$ cat src/rtl/sw_job_feeder_if.sv
// Host, engine and result signals of the Smith-Waterman job feeder.
// The feeder takes the slave side; the host/engine environment the master side.
interface sw_job_feeder_if #(
    parameter int ADDR_W = 7
);
    logic              wr_en;
    logic              wr_sel;
    logic [ADDR_W-1:0] wr_addr;
    logic [1:0]        wr_data;
    logic              start;
    logic              busy;
    logic              eng_rst;
    logic              valid;
    logic [1:0]        data_s;
    logic [1:0]        data_t;
    logic              finish;
    logic [11:0]       max;
    logic              result_valid;
    logic              result_ready;
    logic [11:0]       result;
    logic              timeout;

    modport master (
        output wr_en, wr_sel, wr_addr, wr_data, start,
        output finish, max, result_ready,
        input  busy, eng_rst, valid, data_s, data_t,
        input  result_valid, result, timeout
    );

    modport slave (
        input  wr_en, wr_sel, wr_addr, wr_data, start,
        input  finish, max, result_ready,
        output busy, eng_rst, valid, data_s, data_t,
        output result_valid, result, timeout
    );
endinterface

$ cat src/rtl/sw_job_feeder.sv
// Job controller for the Smith-Waterman engine: resets it, streams S/T,
// waits for finish (or times out) and returns the score on a valid/ready port.
module sw_job_feeder #(
    parameter int S_LEN      = 64,
    parameter int T_LEN      = 64,
    parameter int ADDR_W     = 7,
    parameter int CLR_CYCLES = 2,
    parameter int TIMEOUT    = 1024
) (
    input  logic           clk,
    input  logic           reset,
    sw_job_feeder_if.slave bus
);
    localparam int L  = (S_LEN > T_LEN) ? S_LEN : T_LEN;
    localparam int AW = (L > 1) ? $clog2(L) : 1;
    localparam int CW = (CLR_CYCLES > 1) ? $clog2(CLR_CYCLES) : 1;
    localparam int WW = (TIMEOUT > 1) ? $clog2(TIMEOUT) : 1;

    localparam logic [AW-1:0]   IDX_LAST  = AW'(L - 1);
    localparam logic [CW-1:0]   CLR_INIT  = CW'(CLR_CYCLES - 1);
    localparam logic [WW-1:0]   WAIT_LAST = WW'(TIMEOUT - 1);
    localparam logic [ADDR_W:0] S_WLIM    = (ADDR_W + 1)'(S_LEN);
    localparam logic [ADDR_W:0] T_WLIM    = (ADDR_W + 1)'(T_LEN);
    localparam logic [AW:0]     S_RLIM    = (AW + 1)'(S_LEN);
    localparam logic [AW:0]     T_RLIM    = (AW + 1)'(T_LEN);

    typedef enum logic [2:0] {
        IDLE,
        CLR,
        STREAM,
        WAIT,
        HOLD
    } state_t;

    state_t      state_q, state_d;
    logic [CW-1:0] clr_cnt_q, clr_cnt_d;
    logic [AW-1:0] idx_q, idx_d;
    logic [WW-1:0] wait_cnt_q, wait_cnt_d;
    logic        busy_q, busy_d;
    logic        eng_rst_q, eng_rst_d;
    logic        valid_q, valid_d;
    logic [1:0]  data_s_q, data_s_d;
    logic [1:0]  data_t_q, data_t_d;
    logic        rvalid_q, rvalid_d;
    logic [11:0] result_q, result_d;
    logic        timeout_q, timeout_d;

    // Symbol stores are deliberately unreset so they survive reset and jobs.
    logic [1:0] s_mem [2**AW];
    logic [1:0] t_mem [2**AW];
    logic       s_wr, t_wr;

    assign s_wr = bus.wr_en && (state_q == IDLE) && !bus.wr_sel
                  && ({1'b0, bus.wr_addr} < S_WLIM);
    assign t_wr = bus.wr_en && (state_q == IDLE) && bus.wr_sel
                  && ({1'b0, bus.wr_addr} < T_WLIM);

    always_ff @(posedge clk) begin
        if (s_wr) s_mem[bus.wr_addr[AW-1:0]] <= bus.wr_data;
        if (t_wr) t_mem[bus.wr_addr[AW-1:0]] <= bus.wr_data;
    end

    always_ff @(posedge clk or posedge reset) begin
        if (reset) begin
            state_q    <= IDLE;
            clr_cnt_q  <= '0;
            idx_q      <= '0;
            wait_cnt_q <= '0;
            busy_q     <= 1'b0;
            eng_rst_q  <= 1'b0;
            valid_q    <= 1'b0;
            data_s_q   <= 2'b00;
            data_t_q   <= 2'b00;
            rvalid_q   <= 1'b0;
            result_q   <= '0;
            timeout_q  <= 1'b0;
        end else begin
            state_q    <= state_d;
            clr_cnt_q  <= clr_cnt_d;
            idx_q      <= idx_d;
            wait_cnt_q <= wait_cnt_d;
            busy_q     <= busy_d;
            eng_rst_q  <= eng_rst_d;
            valid_q    <= valid_d;
            data_s_q   <= data_s_d;
            data_t_q   <= data_t_d;
            rvalid_q   <= rvalid_d;
            result_q   <= result_d;
            timeout_q  <= timeout_d;
        end
    end

    always_comb begin
        state_d = state_q;
        unique case (state_q)
            IDLE:    if (bus.start) state_d = CLR;
            CLR:     if (clr_cnt_q == '0) state_d = STREAM;
            STREAM:  if (idx_q == IDX_LAST) state_d = WAIT;
            WAIT:    if (bus.finish || (wait_cnt_q == WAIT_LAST)) state_d = HOLD;
            HOLD:    if (bus.result_ready) state_d = IDLE;
            default: state_d = IDLE;
        endcase
    end

    // Outputs are computed from the next state so every port is a flop.
    always_comb begin
        clr_cnt_d  = clr_cnt_q;
        idx_d      = idx_q;
        wait_cnt_d = wait_cnt_q;
        result_d   = result_q;
        timeout_d  = timeout_q;
        case (state_q)
            IDLE: clr_cnt_d = CLR_INIT;
            CLR: begin
                idx_d = '0;
                if (clr_cnt_q != '0) clr_cnt_d = clr_cnt_q - CW'(1);
            end
            STREAM: begin
                wait_cnt_d = '0;
                if (idx_q != IDX_LAST) idx_d = idx_q + AW'(1);
            end
            WAIT: begin
                if (bus.finish) begin
                    result_d  = bus.max;
                    timeout_d = 1'b0;
                end else if (wait_cnt_q == WAIT_LAST) begin
                    result_d  = '0;
                    timeout_d = 1'b1;
                end else begin
                    wait_cnt_d = wait_cnt_q + WW'(1);
                end
            end
            default: ;
        endcase

        busy_d    = (state_d != IDLE);
        eng_rst_d = (state_d == CLR);
        valid_d   = (state_d == STREAM);
        rvalid_d  = (state_d == HOLD);

        data_s_d = 2'b00;
        data_t_d = 2'b00;
        if (valid_d && ({1'b0, idx_d} < S_RLIM)) data_s_d = s_mem[idx_d];
        if (valid_d && ({1'b0, idx_d} < T_RLIM)) data_t_d = t_mem[idx_d];
    end

    assign bus.busy         = busy_q;
    assign bus.eng_rst      = eng_rst_q;
    assign bus.valid        = valid_q;
    assign bus.data_s       = data_s_q;
    assign bus.data_t       = data_t_q;
    assign bus.result_valid = rvalid_q;
    assign bus.result       = result_q;
    assign bus.timeout      = timeout_q;
endmodule

$ cat src/flat_wrapper.sv
// flat-port wrapper written by rule: the top's interface ports become plain ports
module sw_job_feeder_flat 
#(
    parameter int S_LEN      = 64,
    parameter int T_LEN      = 64,
    parameter int ADDR_W     = 7,
    parameter int CLR_CYCLES = 2,
    parameter int TIMEOUT    = 1024
)
  (clk, reset, bus_wr_en, bus_wr_sel, bus_wr_addr, bus_wr_data, bus_start, bus_finish, bus_max, bus_result_ready, bus_busy, bus_eng_rst, bus_valid, bus_data_s, bus_data_t, bus_result_valid, bus_result, bus_timeout);
  sw_job_feeder_if #(.ADDR_W(ADDR_W)) bus_i ();
  input  logic clk;
  input  logic reset;
  input wire logic [$bits(bus_i.wr_en)-1:0] bus_wr_en;
  input wire logic [$bits(bus_i.wr_sel)-1:0] bus_wr_sel;
  input wire logic [$bits(bus_i.wr_addr)-1:0] bus_wr_addr;
  input wire logic [$bits(bus_i.wr_data)-1:0] bus_wr_data;
  input wire logic [$bits(bus_i.start)-1:0] bus_start;
  input wire logic [$bits(bus_i.finish)-1:0] bus_finish;
  input wire logic [$bits(bus_i.max)-1:0] bus_max;
  input wire logic [$bits(bus_i.result_ready)-1:0] bus_result_ready;
  output wire logic [$bits(bus_i.busy)-1:0] bus_busy;
  output wire logic [$bits(bus_i.eng_rst)-1:0] bus_eng_rst;
  output wire logic [$bits(bus_i.valid)-1:0] bus_valid;
  output wire logic [$bits(bus_i.data_s)-1:0] bus_data_s;
  output wire logic [$bits(bus_i.data_t)-1:0] bus_data_t;
  output wire logic [$bits(bus_i.result_valid)-1:0] bus_result_valid;
  output wire logic [$bits(bus_i.result)-1:0] bus_result;
  output wire logic [$bits(bus_i.timeout)-1:0] bus_timeout;
  assign bus_i.wr_en = bus_wr_en;
  assign bus_i.wr_sel = bus_wr_sel;
  assign bus_i.wr_addr = bus_wr_addr;
  assign bus_i.wr_data = bus_wr_data;
  assign bus_i.start = bus_start;
  assign bus_i.finish = bus_finish;
  assign bus_i.max = bus_max;
  assign bus_i.result_ready = bus_result_ready;
  assign bus_busy = bus_i.busy;
  assign bus_eng_rst = bus_i.eng_rst;
  assign bus_valid = bus_i.valid;
  assign bus_data_s = bus_i.data_s;
  assign bus_data_t = bus_i.data_t;
  assign bus_result_valid = bus_i.result_valid;
  assign bus_result = bus_i.result;
  assign bus_timeout = bus_i.timeout;
  sw_job_feeder #(.S_LEN(S_LEN), .T_LEN(T_LEN), .ADDR_W(ADDR_W), .CLR_CYCLES(CLR_CYCLES), .TIMEOUT(TIMEOUT)) u_core (.clk(clk), .reset(reset), .bus(bus_i));
endmodule
$ cat config.mk
export PLATFORM = sky130hd
export DESIGN_NAME = sw_job_feeder_flat
export DESIGN_NICKNAME = d
export VERILOG_FILES = /design/src/rtl/sw_job_feeder_if.sv /design/src/rtl/sw_job_feeder.sv /design/src/flat_wrapper.sv
export SDC_FILE = /design/constraint.sdc
export NUM_CORES = 1
export LEC_CHECK = 0
export CAP_MARGIN = 5
export CORE_MARGIN = 10
export CORE_UTILIZATION = 65
export CTS_CLUSTER_DIAMETER = 50
export DETAILED_ROUTE_END_ITERATION = 6
export GPL_ROUTABILITY_DRIVEN = 0
export GPL_TIMING_DRIVEN = 0
export PLACE_DENSITY = 0.89
export SYNTH_ARGS = -nofsm -noshare
export SYNTH_HDL_FRONTEND = slang
export SYNTH_SLANG_ARGS = --single-unit
$ cat constraint.sdc
create_clock -name clk -period 6.2 [get_ports clk]
set_clock_uncertainty 0.2 [all_clocks]
set_input_delay 1.24 -clock clk [delete_from_list [all_inputs] [get_ports clk]]
set_output_delay 1.24 -clock clk [all_outputs]
set_load 0.02 [all_outputs]
==> results of run 1 <==
cell families (layout without fill, tap and decap cells):
family / after synthesis / count (layout)
AOI/OAI and AO/OA: 169 / 169
and+or+nand+nor: 445 / 445
DFF: 297 / 297
buffers and inverters: 84 / 186
adders and majority gates: 2 / 2
xor gates and xnor gates: 7 / 7
muxes: 35 / 35
state kept, by name, indices dropped and copies added (netlist names):
register                 cells
u_core.bus.result           12
u_core.bus.data_t            2
u_core.wait_cnt_q           10
u_core.bus.eng_rst           1
u_core.t_mem               128
u_core.clr_cnt_q             1
u_core.bus.busy              1
u_core.bus.valid             1
u_core.bus.data_s            2
u_core.idx_q                 6
u_core.state_q               3
u_core.bus.timeout           1
u_core.bus.result_valid      1
u_core.s_mem               128
worst paths after layout:
kind	startpoint	endpoint	slack, ps	cells after the start
worst min register to register	u_core.bus.result[11]$_DFFE_PP0P_	u_core.bus.result[11]$_DFFE_PP0P_	310	1
max in group asynchronous	reset	u_core.bus.data_t[1]$_DFF_PP0_	4260	2
worst min-delay path	u_core.bus.result[11]$_DFFE_PP0P_	u_core.bus.result[11]$_DFFE_PP0P_	310	1
min in group asynchronous	reset	u_core.bus.result[2]$_DFFE_PP0P_	980	2
worst max register to register	u_core.idx_q[0]$_DFF_PP0_	u_core.bus.data_t[0]$_DFF_PP0_	1990	10
worst max-delay path	u_core.idx_q[0]$_DFF_PP0_	u_core.bus.data_t[0]$_DFF_PP0_	1990	10
worst max-delay path: cells and delay by family (launching register included):
kind,cells,cell delay [ps]
AOI/OAI and AO/OA,4,1730
adders and majority gates,1,300
buffers and inverters,2,800
DFF,1,440
and+or+nand+nor,3,560
power groups by stage:
stage	clock [W]	sequential, W	combinational (W)
2_1_floorplan	0	0.00241	0.00117
3_3_place_gp	0	0.00235	0.00203
3_5_place_dp	0	0.00235	0.00207
4_1_cts	0.00165	0.00231	0.00211
5_1_grt	0.00173	0.00232	0.00229
6_report	0.00166	0.00231	0.00227
cell usage in the layout (no fill, tap or decap), types with 5 or more instances in the layout:
master | netlist | final
a2111oi_0 | 12 | 12
a211oi_1 | 36 | 36
a21oi_1 | 15 | 15
a22o_1 | 14 | 14
a311oi_1 | 21 | 21
a31oi_1 | 12 | 12
and3_1 | 49 | 49
buf_2 | 22 | 23
buf_4 | 7 | 9
clkbuf_1 | 38 | 46
clkbuf_16 | 0 | 30
clkdlybuf4s50_1 | 0 | 43
clkinv_1 | 1 | 7
dfrtp_1 | 41 | 41
edfxtp_1 | 256 | 256
inv_1 | 7 | 6
mux2i_1 | 33 | 33
nand2_1 | 145 | 145
nand2b_1 | 5 | 5
nand3_1 | 35 | 35
nand4_1 | 13 | 13
nor2_1 | 154 | 154
nor3_1 | 10 | 10
nor4_1 | 7 | 7
o21ai_0 | 14 | 14
o21bai_1 | 5 | 5
area by class of cell:
type / instances / area (um2) / area share
buffer: 73 / 350 / 0.0240
clock buffer: 39 / 795 / 0.0545
clock inverter: 15 / 88.8 / 0.00609
inverter: 11 / 41.3 / 0.00283
multi-input combinational: 658 / 3760 / 0.258
sequential: 297 / 8710 / 0.598
tap: 265 / 332 / 0.0227
timing repair buffer: 48 / 505 / 0.0347
per-layer routing:
layer	track usage	vias to the layer above	share of wire	wire (um)
met5	0	-	0	0
met4	0.169	0	0.078	3070
li1	-	4058	-	-
met2	0.435	1092	0.42	16400
met3	0.127	313	0.18	7120
met1	0.359	4701	0.33	12900
per-stage QoR:
stage | util | instance area (um2) | hold WS, ps | instances | power [W]
detailed placement | 0.704 | 13700 | 291 | 1351 | 0.00442
finish | 0.749 | 14600 | 307 | 1406 | 0.00624
global placement | 0.701 | 13600 | 278 | 1349 | 0.00439
floorplan | - | 12900 | 275 | 1039 | 0.00358
CTS | 0.749 | 14600 | 309 | 1405 | 0.00606
global route | 0.749 | 14600 | 326 | 1406 | 0.00634
==> key figures, run 1 <==
Timing
  • RSZ-0062 raised after global routing: false
  • Rel. slew slack: 0.315
  • Final period util: 0.679
  • Worst setup margin: 1990 ps
  • Final Critical Period: 4210 ps
  • Actual slew at the worst max-slew pin: 1030 ps
  • Max-slew violations: 0
  • Final hold violation count: 0
  • Fmax: 0.237 GHz
  • Endpoints failing setup: 0
  • Fin Setup TNS: 0 ps

GRT
  • First-pass GRT wire length: 58.2 mm
  • Overflow after GRT: 0
  • Initial antenna violation count: 0
  • Largest net degree at the start of global routing: 101
  • Vias in the first global route: 9,756
  • GRT Util Overall: 0.295

Flow run
  • Max Cap Violations: 0

Synthesis
  • Synth Flop Type: edfxtp_1
  • Number of synthesized flops with an enable pin: 256
  • Synthesis Warnings: 0
  • Synthesized-area fraction occupied by adder cells: 0.00195
  • Post-synthesis xor/xnor area fraction: 0.00477
  • Syn_nets: 1,069
  • Register area share after synthesis: 0.677
  • Synth Area in Compound Gates: 0.100
  • Largest cells by area after synthesis: edfxtp_1, dfrtp_1, nor2_1, nand2_1, mux2i_1
  • Most common cell in the netlist: edfxtp_1
  • Simple-gate share of the synthesized area: 0.157
  • Most instantiated cells after synthesis: edfxtp_1, nor2_1, nand2_1, and3_1, dfrtp_1
  • Yosys reg bits: 297
  • Most area-hungry cell type in the Yosys netlist: edfxtp_1
  • Ys async rst share: 0.138
  • Synth Instances: 1,039
  • Syn Std Cell Area: 12,900 um2
  • Top cell type's share of synthesized area: 0.598
  • Netlist cell types: 66
  • Mux cell area share after synthesis: 0.0274
  • Mean Syn Cell Area: 12.4 um2
  • Largest family of logic cells by synthesized area: simple AND/OR/NAND/NOR gates

Floorplan
  • Initial Util: 0.661
  • Die footprint: 25,800 um2
  • Die width: 161 um
  • Boundary Pins: 49
  • Placeable Area: 19,500 um2
  • Die Y: 161 um
  • Cell Rows: 51

Worst setup path
  • Critical Path Max Stage Delay: 840 ps
  • Crit Path Category: flip-flop to flip-flop
  • Crit-path max FO: 10
  • Worst setup EP type: flip-flop
  • Required @ worst endpoint: 6380 ps
  • Arrival time at the worst endpoint: 4390 ps
  • Crit-path cells: ha_1, nand3_1, o211ai_1, o211a_1, buf_2, buf_2, nand3_1, a31o_2, a2111oi_0, nor4_1
  • Slowest-stage cell, CP: a2111oi_0
  • Startpoint Class: flip-flop

Pwr
  • Worst vdd ir: 0.000283 V
  • Sw power: 0.00239 W
  • Internal power: 0.00385 W
  • Leak pwr: 4.93 nW
  • Clock Power Share: 0.266
  • Sw frac: 0.383
  • PD cells: 428 nW/um2
  • Seq pwr share: 0.370
  • Comb power frac: 0.364

Clocking
  • CTS tree: yes
  • Clock transition at the registers of the reported paths: 60 ps
  • Clk_lat worst skew: 580 ps
  • H-Tree Depth: 1
  • Post-CTS Setup Bufs: 0
  • CTS Hold Bufs: 0
  • Clock buffer count from CTS: 30
  • Max Root-Sink Buffers: 3
  • Clock Root Buffer: clkbuf_16
  • CTS Sinks: 297
  • CTS resizes: 0

Final layout
  • Total Nets Final: 1,149
  • Synthesis-to-finish area growth: 13.4%
  • Share of cells above drive strength 1: 0.0868
  • Ant diodes: 0
  • # fillers: 1,191

Route
  • Vias: 10,200
  • Drt drc: 13
  • DRT Wirelength: 39.5 mm
  • Initial DRC Count: 2,041
  • Routed Antenna Nets: 0
  • TritonRoute pass-1 iters: 7
  • Post-DR wirelength/cell: 28.1 um
  • Via density: 7.23

Run status
  • Failing checks: design-rule violations
  • Status: finished with violations

Place
  • Post-DP HPWL: 25.1 mm
  • Pre-CTS setup slack: 1750 ps
  • IO Port Bufs: 45

Worst hold path
  • HP Class: flip-flop to flip-flop
(Power assumes the default switching activity.)
==> run 2: changes to the inputs <==
--- a/config.mk
+++ b/config.mk
@@ -7,12 +7,12 @@
 export LEC_CHECK = 0
 export CAP_MARGIN = 5
 export CORE_MARGIN = 10
-export CORE_UTILIZATION = 65
+export CORE_UTILIZATION = 55
 export CTS_CLUSTER_DIAMETER = 50
 export DETAILED_ROUTE_END_ITERATION = 6
 export GPL_ROUTABILITY_DRIVEN = 0
 export GPL_TIMING_DRIVEN = 0
-export PLACE_DENSITY = 0.89
+export PLACE_DENSITY = 0.81
 export SYNTH_ARGS = -nofsm -noshare
 export SYNTH_HDL_FRONTEND = slang
 export SYNTH_SLANG_ARGS = --single-unit
==> constraint.sdc (replaced) <==
create_clock -name clk -period 3.75 [get_ports clk]
set_clock_uncertainty 0.2 [all_clocks]
set_input_delay 0.75 -clock clk [delete_from_list [all_inputs] [get_ports clk]]
set_output_delay 0.75 -clock clk [all_outputs]
set_load 0.02 [all_outputs]
==> run 2 against run 1 <==
Net effect: critical endpoint is now u_core.bus.data_t[1]$_DFF_PP0_; register-to-register slack lost 2100 ps; largest power group unchanged; first-iteration DRC count is 0.24% higher; the flow finishes with violations (design-rule violations, negative setup slack); die area rose by 16%.
==> key figures, run 2 (synthesized netlist as in run 1, its figures left out) <==
Clocking
  • CTS tree: yes
  • CTS Hold Bufs: 0
  • Max Root-Sink Buffers: 3
  • Clk_lat worst skew: 580 ps
  • Clock transition at the registers of the reported paths: 60 ps
  • Clock Root Buffer: clkbuf_16
  • Clock buffer count from CTS: 30
  • CTS resizes: 2
  • H-Tree Depth: 1
  • CTS Sinks: 297
  • Post-CTS Setup Bufs: 0

Worst setup path
  • Required @ worst endpoint: 4030 ps
  • Crit Path Category: flip-flop to flip-flop
  • Worst setup EP type: flip-flop
  • Crit-path max FO: 10
  • Startpoint Class: flip-flop
  • Arrival time at the worst endpoint: 4110 ps

Floorplan
  • Cell Rows: 55
  • Die footprint: 29,900 um2
  • Boundary Pins: 49
  • Placeable Area: 22,800 um2
  • Initial Util: 0.563
  • Die Y: 173 um
  • Die width: 173 um

Route
  • Via density: 6.69
  • Routed Antenna Nets: 0
  • Drt drc: 4
  • Initial DRC Count: 2,046
  • TritonRoute pass-1 iters: 7
  • Post-DR wirelength/cell: 26.6 um
  • DRT Wirelength: 38.8 mm
  • Vias: 9,727

Worst hold path
  • HP Class: flip-flop to flip-flop

Pwr
  • PD cells: 706 nW/um2
  • Seq pwr share: 0.367
  • Leak pwr: 5.00 nW
  • Internal power: 0.00660 W
  • Clock Power Share: 0.285
  • Comb power frac: 0.349
  • Worst vdd ir: 0.000421 V
  • Sw frac: 0.366
  • Sw power: 0.00382 W

Timing
  • Final hold violation count: 0
  • Worst setup margin: -77.6 ps
  • Actual slew at the worst max-slew pin: 1190 ps
  • Max-slew violations: 0
  • Final period util: 1.02
  • Rel. slew slack: 0.194
  • Final Critical Period: 3830 ps
  • Endpoints failing setup: 2
  • RSZ-0062 raised after global routing: false
  • Fmax: 0.261 GHz

Run status
  • Failing checks: design-rule violations, negative setup slack
  • Status: finished with violations

GRT
  • First-pass GRT wire length: 57.2 mm
  • Vias in the first global route: 9,498
  • Overflow after GRT: 0
  • Initial antenna violation count: 1
  • Largest net degree at the start of global routing: 76
  • GRT Util Overall: 0.248

Final layout
  • Share of cells above drive strength 1: 0.102
  • Commonest non-fill, non-tap cells in the layout: edfxtp_1, nor2_1, nand2_1
  • Total Nets Final: 1,148
  • Most common cell after layout, fill and taps aside: edfxtp_1
  • Non-filler instance count after layout: 1,455
  • Synthesis-to-finish area growth: 14.8%

Place
  • IO Port Bufs: 45
  • Post-DP HPWL: 24.8 mm
  • Pre-CTS setup slack: -49.7 ps
  • Placed insts: 1,399

Flow run
  • Max Cap Violations: 0
[run 2: area by class of cell]
| cell class | instances | area, um2 |
|---|---|---|
| diodes | 1 | 2.50 |
| fillers | 1714 | 8080 |
| repair buffers | 47 | 500 |
| flip-flops and latches | 297 | 8710 |
| multi-input cells | 658 | 3780 |
| clock buffers | 38 | 822 |
| inverters | 11 | 42.5 |
| plain buffers | 73 | 364 |
| clock inverters | 17 | 151 |
| well taps | 313 | 392 |
[run 2: path summary, 6_finish.rpt]
kind                                                       end                      startpoint  depth (start not counted)  slack [ps]
worst max-delay path            u_core.bus.data_t[1]$_DFF_PP0_     u_core.state_q[2]$_DFF_PP0_                          9         -80
worst min-delay path            u_core.bus.timeout$_DFFE_PP0P_  u_core.bus.timeout$_DFFE_PP0P_                          2         300
worst max register to register  u_core.bus.data_t[1]$_DFF_PP0_     u_core.state_q[2]$_DFF_PP0_                          9         -80
worst min register to register  u_core.bus.timeout$_DFFE_PP0P_  u_core.bus.timeout$_DFFE_PP0P_                          2         300
max in group asynchronous            u_core.idx_q[3]$_DFF_PP0_                           reset                          2        2270
min in group asynchronous       u_core.bus.data_s[0]$_DFF_PP0_                           reset                          2         500
[run 2: per-stage QoR]
stage               utilization  TNS (ps)  area (um2)  total power (W)  hold WS [ps]
floorplan                     -         0       12900          0.00592           275
global placement          0.600   -361600       13700          0.00723           278
detailed placement        0.602      -132       13800          0.00726           292
CTS                       0.645         0       14700           0.0102           308
global route              0.646         0       14800           0.0107           321
finish                    0.646      -135       14800           0.0104           299
[run 2: worst max-delay path: stages (launching register included)]
cell	delay (ps)
dfrtp_1	460
or3b_4	440
o211ai_2	580
clkbuf_1	620
and3_1	290
a211oi_1	60
o2111ai_1	280
nand4_1	200
nor4_1	380
a31o_1	210
[run 2: power groups by stage]
stage                     Sequential (W)  Clock, W  Combinational [W]
after floorplan                  0.00399         0            0.00193
after global routing             0.00384   0.00308            0.00373
final                            0.00382   0.00297            0.00363
after CTS                        0.00382   0.00295            0.00341
after global placement           0.00390         0            0.00333
after detailed placement         0.00389         0            0.00337
[run 2: metal layers]
metal / vias up / part of all wire / GRT usage
li1: 4066 / - / -
met5: - / 0 / 0
met3: 214 / 0.15 / 0.0799
met2: 878 / 0.43 / 0.369
met1: 4569 / 0.35 / 0.323
met4: 0 / 0.063 / 0.123
